`src/rtl/cpu_pkg.sv`:
```
// Shared constants and encodings for the iterative multiply/divide unit.
// The accumulator is {hi, lo} for multiply and {remainder, quotient} for divide.
package cpu_pkg;

   localparam int WIDTH      = 16;
   localparam int REG_ADDR_W = 3;
   localparam int CNT_W      = $clog2(WIDTH + 1);
   localparam int ACC_W      = 2 * WIDTH;

   typedef enum logic [1:0] {
      OP_MULL = 2'b00,
      OP_MULH = 2'b01,
      OP_DIV  = 2'b10,
      OP_REM  = 2'b11
   } op_t;

   typedef enum logic [1:0] {
      S_IDLE = 2'b00,
      S_CALC = 2'b01,
      S_DONE = 2'b10
   } state_t;

endpackage

```
`src/rtl/muldiv_step.sv`:
```
// One combinational iteration: shift-add multiply step or restoring divide step.
// Multiply: acc = {hi, lo}. Divide: acc = {partial remainder, dividend/quotient shift register}.
module muldiv_step
   import cpu_pkg::*;
(
   input  logic             i_is_div,
   input  logic [ACC_W-1:0] i_acc,
   input  logic [WIDTH-1:0] i_operand,
   output logic [ACC_W-1:0] o_acc
);

   logic [WIDTH:0]   w_sum;
   logic [WIDTH:0]   w_shifted;
   logic [WIDTH-1:0] w_rem;
   logic             w_ge;

   always_comb begin
      w_sum     = {1'b0, i_acc[ACC_W-1:WIDTH]} + {1'b0, i_operand};
      // The stored remainder is always below the divisor, so 16 bits hold it; the
      // 17th bit only exists transiently after the shift.
      w_shifted = {i_acc[ACC_W-1:WIDTH], i_acc[WIDTH-1]};
      w_ge      = (w_shifted >= {1'b0, i_operand});
      w_rem     = w_shifted[WIDTH-1:0] - i_operand;
      o_acc     = i_acc;
      if (i_is_div) begin
         if (w_ge) begin
            o_acc = {w_rem, i_acc[WIDTH-2:0], 1'b1};
         end else begin
            o_acc = {w_shifted[WIDTH-1:0], i_acc[WIDTH-2:0], 1'b0};
         end
      end else if (i_acc[0]) begin
         o_acc = {w_sum, i_acc[WIDTH-1:1]};
      end else begin
         o_acc = {1'b0, i_acc[ACC_W-1:WIDTH], i_acc[WIDTH-1:1]};
      end
   end

endmodule

```
`src/rtl/muldiv_unit.sv`:
```
// Iterative 16-bit unsigned multiply/divide with a fixed WIDTH+1 edge latency,
// ending in a single-cycle register file write (wb_en/wb_dest/wb_data).
module muldiv_unit
   import cpu_pkg::*;
(
   input  logic                  clk,
   input  logic                  rst,
   input  logic                  start,
   input  logic                  kill,
   input  logic [1:0]            op,
   input  logic [WIDTH-1:0]      src_a,
   input  logic [WIDTH-1:0]      src_b,
   input  logic [REG_ADDR_W-1:0] dest,
   output logic                  busy,
   output logic                  wb_en,
   output logic [REG_ADDR_W-1:0] wb_dest,
   output logic [WIDTH-1:0]      wb_data,
   output state_t                dbg_state
);

   // Handshake: start is taken on any edge where busy==0 (state IDLE); the
   // request is dropped, not queued, while busy==1. The result is valid only
   // in the single cycle wb_en==1; wb_dest/wb_data simply hold otherwise.

   state_t                r_state;
   state_t                w_state_nxt;
   logic [CNT_W-1:0]      r_count;
   logic [1:0]            r_op;
   logic [WIDTH-1:0]      r_operand;
   logic [ACC_W-1:0]      r_acc;
   logic [REG_ADDR_W-1:0] r_dest;
   logic                  r_wb_en;
   logic [REG_ADDR_W-1:0] r_wb_dest;
   logic [WIDTH-1:0]      r_wb_data;
   logic [ACC_W-1:0]      w_acc_nxt;
   logic [WIDTH-1:0]      w_result;
   logic                  w_accept;
   logic                  w_last;

   muldiv_step u_step (
      .i_is_div  (r_op[1]),
      .i_acc     (r_acc),
      .i_operand (r_operand),
      .o_acc     (w_acc_nxt)
   );

   always_ff @(posedge clk or negedge rst) begin
      if (!rst) begin
         r_state <= S_IDLE;
      end else begin
         r_state <= w_state_nxt;
      end
   end

   always_comb begin
      w_state_nxt = r_state;
      case (r_state)
         S_IDLE:  if (start) w_state_nxt = S_CALC;
         S_CALC: begin
            if (kill) begin
               w_state_nxt = S_IDLE;
            end else if (r_count == CNT_W'(WIDTH - 1)) begin
               w_state_nxt = S_DONE;
            end
         end
         S_DONE:  w_state_nxt = S_IDLE;
         default: w_state_nxt = S_IDLE;
      endcase
   end

   assign w_accept = (r_state == S_IDLE) && start;
   assign w_last   = (r_state == S_CALC) && !kill && (r_count == CNT_W'(WIDTH - 1));
   // Low half is the MUL low product or the quotient; high half is MUL high or remainder.
   assign w_result = r_op[0] ? w_acc_nxt[ACC_W-1:WIDTH] : w_acc_nxt[WIDTH-1:0];

   always_ff @(posedge clk or negedge rst) begin
      if (!rst) begin
         r_count   <= '0;
         r_op      <= '0;
         r_operand <= '0;
         r_acc     <= '0;
         r_dest    <= '0;
         r_wb_en   <= 1'b0;
         r_wb_dest <= '0;
         r_wb_data <= '0;
      end else begin
         if (w_accept) begin
            r_op      <= op;
            r_operand <= op[1] ? src_b : src_a;
            r_acc     <= {{WIDTH{1'b0}}, (op[1] ? src_a : src_b)};
            r_dest    <= dest;
            r_count   <= '0;
         end else if (r_state == S_CALC && !kill) begin
            r_acc   <= w_acc_nxt;
            r_count <= r_count + CNT_W'(1);
         end
         r_wb_en <= w_last;
         if (w_last) begin
            r_wb_dest <= r_dest;
            r_wb_data <= w_result;
         end
      end
   end

   // A kill raised during DONE suppresses the write already on the port.
   assign wb_en     = r_wb_en & ~kill;
   assign wb_dest   = r_wb_dest;
   assign wb_data   = r_wb_data;
   assign busy      = (r_state != S_IDLE);
   assign dbg_state = r_state;

endmodule
```
`config.mk`:
```
export PLATFORM = sky130hd
export DESIGN_NAME = muldiv_unit
export DESIGN_NICKNAME = d
export VERILOG_FILES = /design/src/rtl/cpu_pkg.sv /design/src/rtl/muldiv_step.sv /design/src/rtl/muldiv_unit.sv
export SDC_FILE = /design/constraint.sdc
export NUM_CORES = 1
export LEC_CHECK = 0
export CAP_MARGIN = 20
export CELL_PAD_IN_SITES_DETAIL_PLACEMENT = 1
export CELL_PAD_IN_SITES_GLOBAL_PLACEMENT = 1
export CORE_MARGIN = 8
export CORE_UTILIZATION = 40
export DETAILED_ROUTE_END_ITERATION = 10
export PLACE_DENSITY = 0.74
export SKIP_LAST_GASP = 1
export SYNTH_ARGS = -nofsm -noshare
export SYNTH_HDL_FRONTEND = slang
export SYNTH_SLANG_ARGS = --single-unit
```
`constraint.sdc`:
```
create_clock -name clk -period 2.8 [get_ports clk]
set_input_delay 0.42 -clock clk [delete_from_list [all_inputs] [get_ports clk]]
set_output_delay 0.42 -clock clk [all_outputs]
set_load 0.02 [all_outputs]
```
* After elaboration in Yosys (flattened, before gate mapping)
Index checks and enable logic that the tools add are counted.
** Storage, ports and cells
- Output and inout bits :: 23
- Bits in registers :: 80
- Word-level logic and storage cells :: 41
- Bits of input ports :: 41
** Operators by class
- $lt $le $gt $ge :: 1
- Reduce and logical (&&, ||, !) cells :: 8
- Mux-type cells :: 14
- Add/sub/neg operators :: 3
- Eq/ne operators :: 4
- Bitwise logic cells :: 2
** Operator list (count)
- 2-to-1 mux 32 bit :: 5
- 2-to-1 mux 16 bit :: 3
- adder 16 x 16 -> 17 bit :: 1
- >= comparator 17 x 16 -> 1 bit :: 1
- subtractor 16 bit :: 1
- 2-to-1 mux 5 bit :: 2
- 2-to-1 mux 2 bit :: 3
- adder 5 x 1 -> 5 bit (second input constant) :: 1
- equality test 5 x 4 -> 1 bit (second input constant) :: 1
- case mux 2 bit (2 select lines) :: 1
- nonzero test 2 bit :: 2
- logical AND 1 bit :: 3
- != test 3 x 2 -> 1 bit (second input constant) :: 1
- equality test 2 x 1 -> 1 bit (second input constant) :: 1
- zero test 2 bit :: 1
- != test 2 bit (second input constant) :: 1
- AND reduction 2 bit :: 1
- bitwise AND 1 bit :: 1
- zero test 1 bit :: 1
- NOT 1 bit :: 1

* Logic depth before layout (Yosys ltp)
Gate-level depths: netlist of the first run.
- Depth in word-level cells :: 5
- Depth in mapped cells :: 12
- Depth with buffers taken out :: 12

* Modules after synthesis
A second synthesis of the first run with hierarchy kept.
** Second synthesis, totals
- Cells, all modules :: 630
- Area, all modules :: 5783.0 um^2
** Modules (own cells, without submodules)
- muldiv_unit :: cells each 328, times used 1, area an instance 3560.9 um^2, sequential area each 2001.9 um^2
- muldiv_step :: cells each 302, times used 1, area an instance 2222.1 um^2, sequential area each 0.0 um^2

* Worst setup path after synthesis of the first run
Ideal clock, no wire load.
- Path kind :: reg-to-reg
- From :: reg r_operand[1]
- To :: reg r_acc[28]
- Buffers on the path :: 0
- Slack :: 0.110 ns
- Setup time :: 0.121 ns
- Data required time :: 2.679 ns
- Cell stages (with the launch flop) :: 11
- Period minus slack after synthesis :: 2.690 ns
- Arrival time :: 2.569 ns
- Cell sequence :: dfrtp_1 > inv_1 > ha_1 > nor2b_1 > o31ai_2 > a211oi_2 > a21bo_2 > a41oi_2 > mux2_1 > a221o_1 > a22o_1
** Between the ends
- Longest elaborated chain between the ends :: 5
- Elaborated cells between the ends (all ways) :: 8
- Those cells by class :: add/sub (2); order compare (1); mux (5)
** Ends and longest elaborated chain
- start, declared :: line muldiv_unit.sv:29 : logic [WIDTH-1:0] r_operand;
- start signal, assigned :: line muldiv_unit.sv:89 : r_operand <= op[1] ? src_b : src_a;
- adder 16 x 16 -> 17 bit (tied with other cells) :: line muldiv_step.sv:18 : w_sum = {1'b0, i_acc[ACC_W-1:WIDTH]} + {1'b0, i_operand};
- 2-to-1 mux 32 bit, on equally long branches :: line muldiv_step.sv:31, muldiv_step.sv:26
- 2-to-1 mux 32 bit * :: line muldiv_step.sv:25 : if (i_is_div) begin
- 2-to-1 mux 32 bit * :: line muldiv_unit.sv:93 : end else if (r_state == S_CALC && !kill) begin
- 2-to-1 mux 32 bit * :: line muldiv_unit.sv:87 : if (w_accept) begin
- end signal, assigned :: line muldiv_unit.sv:90 : r_acc <= {{WIDTH{1'b0}}, (op[1] ? src_a : src_b)};
- end signal, assigned :: line muldiv_unit.sv:94 : r_acc <= w_acc_nxt;
- end, declared :: line muldiv_unit.sv:30 : logic [ACC_W-1:0] r_acc;
Every way passes the cells marked *; elsewhere a longest branch is shown, timed or not. The select of a mux whose other input is x is not followed.
A chain may end at the register's enable or synchronous reset.

* Worst setup path after layout of the first run
- From :: reg r_operand[0]
- To :: reg r_wb_data[7] (netlist: wb_data[7])
** Between the ends
- Longest elaborated chain between the ends :: 4
- Elaborated cells between the ends (all ways) :: 7
- Those cells by class :: add/sub (2); order compare (1); mux (4)
** Ends and longest elaborated chain
- adder 16 x 16 -> 17 bit (tied with other cells) :: line muldiv_step.sv:18
- 2-to-1 mux 32 bit, on equally long branches :: line muldiv_step.sv:31, muldiv_step.sv:26
- 2-to-1 mux 32 bit * :: line muldiv_step.sv:25
- 2-to-1 mux 16 bit * :: line muldiv_unit.sv:74 : assign w_result = r_op[0] ? w_acc_nxt[ACC_W-1:WIDTH] : w_acc_nxt[WIDTH-1:0];
- end signal, assigned :: line muldiv_unit.sv:100 : r_wb_data <= w_result;
- end, declared :: line muldiv_unit.sv:34 : logic [WIDTH-1:0] r_wb_data;
Every way passes the cells marked *; elsewhere a longest branch is shown, timed or not.

==> impl_metrics.env, run 1 <==
export IMPL_status="finished, violations left"
export IMPL_violations="setup timing"
export IMPL_worst_slew_pin_slew_ns=1.00
export IMPL_grt_max_degree=54
export IMPL_start_kind="register"
export IMPL_drt_pass1_iter_count=5
export IMPL_yosysSeqAreaShare=0.358
export IMPL_yosys_area_top_type="dfrtp_1"
export IMPL_drc=0
export IMPL_required_ns=3.03
export IMPL_crit_arrival_ns=3.12
export IMPL_clk_insertion_delay_late_ns=0.34
export IMPL_antenna_left=0
export IMPL_r2r_end="wb_data[7]"
export IMPL_hpwl_microns=14500
export IMPL_worstPathMaxFanout=3
export IMPL_cts_tree="yes"
export IMPL_layout_setup_ws_ns=-0.0992
export IMPL_via_per_inst=5.93
export IMPL_timing_final_crit_share=1.04
export IMPL_drive_gt1_frac=0.248
export IMPL_skew_ns=0.00835
export IMPL_yosysTopAreaCellShare=0.358
export IMPL_p_leak_uw=0.00349
export IMPL_area_delta_synth_final_pct=36.9
export IMPL_die_w_microns=134
export IMPL_synth_edf_count=0
export IMPL_grt_util_all_layers=0.222
export IMPL_grt_pass1_vias=5756
export IMPL_coreArea_sq_um=13800
export IMPL_fmax_mhz=345
export IMPL_crit_path_end_kind="register"
export IMPL_r2r_start="r_operand[0]"
export IMPL_wl_met1_microns=9480
export IMPL_place_gp_congestion=0.883
export IMPL_final_setup_tns_ns=-0.526
export IMPL_async_reset_ff_frac=1.00
export IMPL_setup_viol=12
export IMPL_drtIter0Drc=303
export IMPL_port_buffers=63
export IMPL_drv_slew=0
export IMPL_synth_cell_type_count=57
export IMPL_drt_wl_total_microns=21000
export IMPL_ys_flop_type="dfrtp_1"
export IMPL_ctsHoldBuffers=0
export IMPL_diodes=0
export IMPL_rows=43
export IMPL_dr_wl_met2_microns=10300
export IMPL_final_hold_viol_count=0
export IMPL_slew_headroom=0.331
export IMPL_layout_nets=809
export IMPL_drv_cap=0
export IMPL_initial_utilization=0.406
export IMPL_avgSynthCellArea_sq_um=9.18
export IMPL_ios=64
export IMPL_antenna_found_initial=0
export IMPL_rsz0062_at_grt="yes"
export IMPL_grt_ovfl_total=0
export IMPL_ys_warn_count=0
export IMPL_synth_most_common_cell="dfrtp_1"
export IMPL_p_per_area_nw_per_um2=1110
export IMPL_crit_type="reg -> reg"
export IMPL_netlist_area_sq_um=5590
export IMPL_hp_class="in -> async"
export IMPL_ys_ff_latch=80
export IMPL_grt_pass1_wl_microns=32000
export IMPL_h_tree_depth=3
export IMPL_min_period_ns=2.90
export IMPL_reg2reg_depth=11
export IMPL_top_layer_used="met4"
export IMPL_synth_fp_nets=686
export IMPL_die_area_sq_um=18000
export IMPL_wl_met3_microns=883
export IMPL_vias=5434
export IMPL_synth_commonest_cells="dfrtp_1, nand2_1, mux2i_1"
export IMPL_r2r_slack_ns=-0.1
export IMPL_syn_inst=609
export IMPL_ir_worst_vdd_uv=406
export IMPL_cts_buffers=9
export IMPL_die_y_microns=134
export IMPL_clock_sinks=80
export IMPL_cts_clk_slew_worst_paths_ns=0.06
export IMPL_cts_path_max_buffers=2
export IMPL_yosys_top_cells_area="dfrtp_1, mux2i_1, ha_1"
export IMPL_routedWlPerCell_microns=22.9
export IMPL_power_total_uw=8460
export IMPL_root_buffer="clkbuf_16"
-- critical path, stage by stage, from the launching register on --
cell	delay, ns
dfrtp_1	0.44
ha_4	0.20
inv_2	0.05
fa_2	0.21
nor2b_2	0.05
o31a_1	0.27
o31a_1	0.31
o21a_1	0.23
or3_4	0.34
a311oi_2	0.29
a21oi_2	0.07
a221o_1	0.32
-- worst max path at each step --
stage | cells past startpoint | startpoint | slack (ns) | end
floorplan | 10 | r_operand[1] | 0.11 | r_acc[28]
global placement | 11 | r_operand[1] | -0.13 | wb_data[3]
detailed placement | 11 | r_operand[1] | -0.31 | wb_data[3]
CTS | 11 | r_operand[8] | -0.04 | wb_data[3]
global route | 12 | r_acc[18] | -0.19 | r_acc[16]
finish | 11 | r_operand[0] | -0.1 | wb_data[7]
-- power breakdown --
group          internal (uW)  switching, uW
registers               1420            372
logic                   2580           2870
clock network            741            480
total                   4740           3720
-- cell type report --
cell class / count / area [sq um]
Clock buffer: 12 / 256
Clock inverter: 4 / 51.3
Fill cell: 1579 / 6120
Inverter: 30 / 113
Multi-Input combinational cell: 464 / 3720
Sequential cell: 80 / 2010
Tap cell: 180 / 225
Timing Repair Buffer: 147 / 1280
-- layout by cell type, fill, tap and decap left out, types with 9 or more instances in the layout --
cell             count
nor2_1              25
o221ai_1            16
ha_4                11
o21ai_0             32
dfrtp_1             76
mux2i_1             58
xor2_1              10
ha_1                19
a22o_1              13
clkdlybuf4s50_1     61
nor3_1              19
a211oi_1             9
a221o_1              9
a21oi_1             33
buf_4               80
inv_2               10
clkbuf_16            9
a21o_1               9
xnor2_1             12
nand2_1             66
inv_1               20
-- routing by layer --
metal	vias up	GRT usage
met2	135	0.361
met4	0	0.0568
met1	2782	0.298
met3	25	0.0385
li1	2492	-
met5	-	0
-- stage by stage --
stage / hold slack [ns] / cell area (sq um) / worst slack, ns / util / instances
2_1_floorplan: 0.124 / 5590 / 0.110 / - / 609
3_3_place_gp: 0.453 / 6810 / -0.134 / 0.494 / 882
3_5_place_dp: 0.471 / 6810 / -0.315 / 0.494 / 882
4_1_cts: 0.135 / 7360 / -0.0441 / 0.534 / 908
5_1_grt: 0.158 / 7650 / -0.187 / 0.556 / 917
6_report: 0.110 / 7650 / -0.0992 / 0.556 / 917
-- kinds of logic after synthesis --
kind of cell,after synthesis,share of synthesized area
mux,69,0.125
xor+xnor,22,0.0345
simple gates,159,0.134
flops,80,0.358
buf+inv,65,0.0448
compound gates,178,0.221
fa+ha+maj,36,0.0833
-- state kept, by name, summed over array words and instances (netlist names) --
register and cells:
r_count 5, wb_data 16, r_wb_en 1, r_acc 32, r_op 2, r_operand 16
wb_dest 3, r_dest 3, dbg_state 2
-- what timing repair did --
| action | in CTS | in global routing |
|---|---|---|
| resized for setup | 33 | 52 |
| setup endpoints to repair | 32 | 32 |
| setup buffers | 10 | 10 |
| pin swaps | 10 | 22 |
No activity file was read; power rests on OpenSTA's default activity.
==> run 2: changes to the inputs <==
CORE_UTILIZATION = 45   (was 40)
CTS_BUF_LIST = sky130_fd_sc_hd__clkbuf_16   (was unset)
DONT_BUFFER_PORTS = 1   (was unset)
HOLD_SLACK_MARGIN = 0.06   (was unset)
PLACE_DENSITY = 0.73   (was 0.74)
==> run 2 against run 1 <==
  * The run still ends with setup timing left
  * Via count shrank 3.5%
  * Register-to-register slack lost 0.13 ns
  * Global-route usage grew 2.0 points
  * Sequential cell count is the same
  * Sequential share of layout area grew 2.0 points
  * Fmax shrank 4.4%
  * Critical path type unchanged
  * Largest power group unchanged
==> impl_metrics.env, run 2 (synthesized netlist as in run 1, its figures left out) <==
export IMPL_crit_slowest_cell="dfrtp_1"
export IMPL_diodes=0
export IMPL_die_w_microns=127
export IMPL_required_ns=3.03
export IMPL_drt_wl_total_microns=20800
export IMPL_cts_clk_slew_worst_paths_ns=0.07
export IMPL_setup_viol=15
export IMPL_clock_sinks=80
export IMPL_layout_setup_ws_ns=-0.232
export IMPL_grt_pass1_vias=5550
export IMPL_die_y_microns=127
export IMPL_place_gp_congestion=0.911
export IMPL_cts_buffers=9
export IMPL_cp_slowest_stage_delay_ns=0.51
export IMPL_power_internal_uw=4900
export IMPL_skew_ns=0.00850
export IMPL_die_area_sq_um=16200
export IMPL_cts_path_max_buffers=2
export IMPL_grt_ovfl_total=0
export IMPL_layout_common_cells="buf_4, dfrtp_1, nand2_1"
export IMPL_layout_nets=748
export IMPL_ir_worst_vdd_uv=431
export IMPL_combPwrFrac=0.645
export IMPL_p_leak_uw=0.00328
export IMPL_p_per_area_nw_per_um2=1240
export IMPL_path_buf_inv=0
export IMPL_rsz0062_at_grt="yes"
export IMPL_hold_ws_ns=0.183
export IMPL_violations="setup timing"
export IMPL_p_seq_frac=0.204
export IMPL_ios=64
export IMPL_clk_insertion_delay_late_ns=0.34
export IMPL_grt_util_all_layers=0.242
export IMPL_drv_cap=0
export IMPL_status="finished, violations left"
export IMPL_worst_slew_pin_slew_ns=1.05
export IMPL_grt_max_degree=81
export IMPL_top_register="r_acc"
export IMPL_drc=0
export IMPL_power_share_clock=0.150
export IMPL_antenna_found_initial=0
export IMPL_dpl_cell_count=810
export IMPL_crit_path_end_kind="register"
export IMPL_fin_cells=844
export IMPL_rows=40
export IMPL_final_hold_viol_count=0
export IMPL_slew_headroom=0.299
export IMPL_crit_type="reg -> reg"
export IMPL_routedWlPerCell_microns=24.7
export IMPL_drive_gt1_frac=0.262
export IMPL_grt_pass1_wl_microns=30900
export IMPL_drv_slew=0
export IMPL_crit_arrival_ns=3.26
export IMPL_h_tree_depth=3
export IMPL_port_buffers=0
export IMPL_final_setup_tns_ns=-0.940
export IMPL_hp_start="dest[2]"
export IMPL_via_per_inst=6.21
export IMPL_p_sw_frac=0.442
export IMPL_vias=5243
export IMPL_start_kind="register"
export IMPL_antenna_left=0
export IMPL_min_period_ns=3.03
export IMPL_crit_family="compound AO/OA/AOI/OAI gates"
export IMPL_path_cells="ha_1 > nand3_1 > o22ai_1 > a2111oi_4 > nor3_2 > xor2_1 > a211oi_1 > a21oi_2 > a221o_1"
export IMPL_largest_reg_flops=32
export IMPL_drt_pass1_iter_count=5
export IMPL_switchingPower_uw=3890
export IMPL_root_buffer="clkbuf_16"
export IMPL_initial_utilization=0.463
export IMPL_drtIter0Drc=310
export IMPL_r2r_start="r_acc[20]"
export IMPL_fmax_mhz=330
export IMPL_area_delta_synth_final_pct=26.9
export IMPL_worstSetupStartpoint="r_acc[20]"
export IMPL_hpwl_microns=13800
export IMPL_worstPathMaxFanout=5
export IMPL_final_common_cell="buf_4"
export IMPL_cts_tree="yes"
export IMPL_timing_final_crit_share=1.08
export IMPL_hp_class="in -> reg"
export IMPL_coreArea_sq_um=12100
## run 2: cell count changes in the layout (fill, tap and decap cells not counted), moves of 2 or more
cell and delta:
ha_2 -2, ha_1 +4, ha_4 -2, a21oi_1 -5
inv_2 -6, o21ai_1 +4, clkdlybuf4s50_1 -61, mux2i_2 -2
o21ai_0 -5, a21oi_4 -3, a21oi_2 +8, clkbuf_8 -2
inv_1 +6, mux2i_4 +3
## run 2: repair_timing
| item | CTS | global route |
|---|---|---|
| pin swaps | 4 | 19 |
| endpoints found under the hold margin | 80 | 0 |
| buffers inserted | 9 | 7 |
| hold buffers | 2 | 0 |
| setup endpoints to repair | 28 | 33 |
| gates resized for setup | 19 | 65 |
## run 2: path summary, 6_finish.rpt
path                       slack [ns]           to  cells after the start
hold reg to reg                  0.48    r_dest[2]                      2
min in group asynchronous        0.66     r_acc[2]                      2
setup reg to reg                -0.23  wb_data[10]                      9
max in group asynchronous        1.78      r_op[1]                      2
hold / removal                   0.18    r_dest[2]                      2
setup / recovery                -0.23  wb_data[10]                      9
## run 2: area by class of cell
cell class	instances	area [sq um]
fill	1348	4970
multi-input combinational	464	3730
sequential	80	2010
timing repair buffer	86	704
clock buffer	9	225
tap	168	210
inverter	30	113
clock inverter	7	104
## run 2: power groups by stage
stage	clock network (uW)	registers [uW]	logic (uW)
global route	1370	1820	6060
finish	1320	1800	5670
global placement	0	1730	4090
floorplan	0	1630	2830
CTS	1330	1740	4650
detailed placement	0	1740	4250
## run 2: metrics by stage
| stage | util | setup slack, ns | area [sq um] | total power, uW |
|---|---|---|---|---|
| finish | 0.588 | -0.232 | 7090 | 8790 |
| global route | 0.588 | -0.315 | 7090 | 9250 |
| CTS | 0.557 | -0.0432 | 6720 | 7720 |
| detailed placement | 0.515 | -0.224 | 6210 | 6000 |
| global placement | 0.515 | -0.135 | 6210 | 5830 |
| floorplan | - | 0.110 | 5590 | 4470 |
## run 2: routing by layer
| layer | up-vias | track usage | share of wire |
|---|---|---|---|
| met5 | - | 0 | 0 |
| met4 | 0 | 0.0672 | 0.021 |
| li1 | 2355 | - | - |
| met2 | 174 | 0.408 | 0.49 |
| met1 | 2680 | 0.312 | 0.43 |
| met3 | 34 | 0.0408 | 0.065 |
==> run 3: changes to the inputs <==
CAP_MARGIN = unset   (was 20)
==> results of run 3 <==
No change in the layout: final DEF, timing and power equal those of run 2.
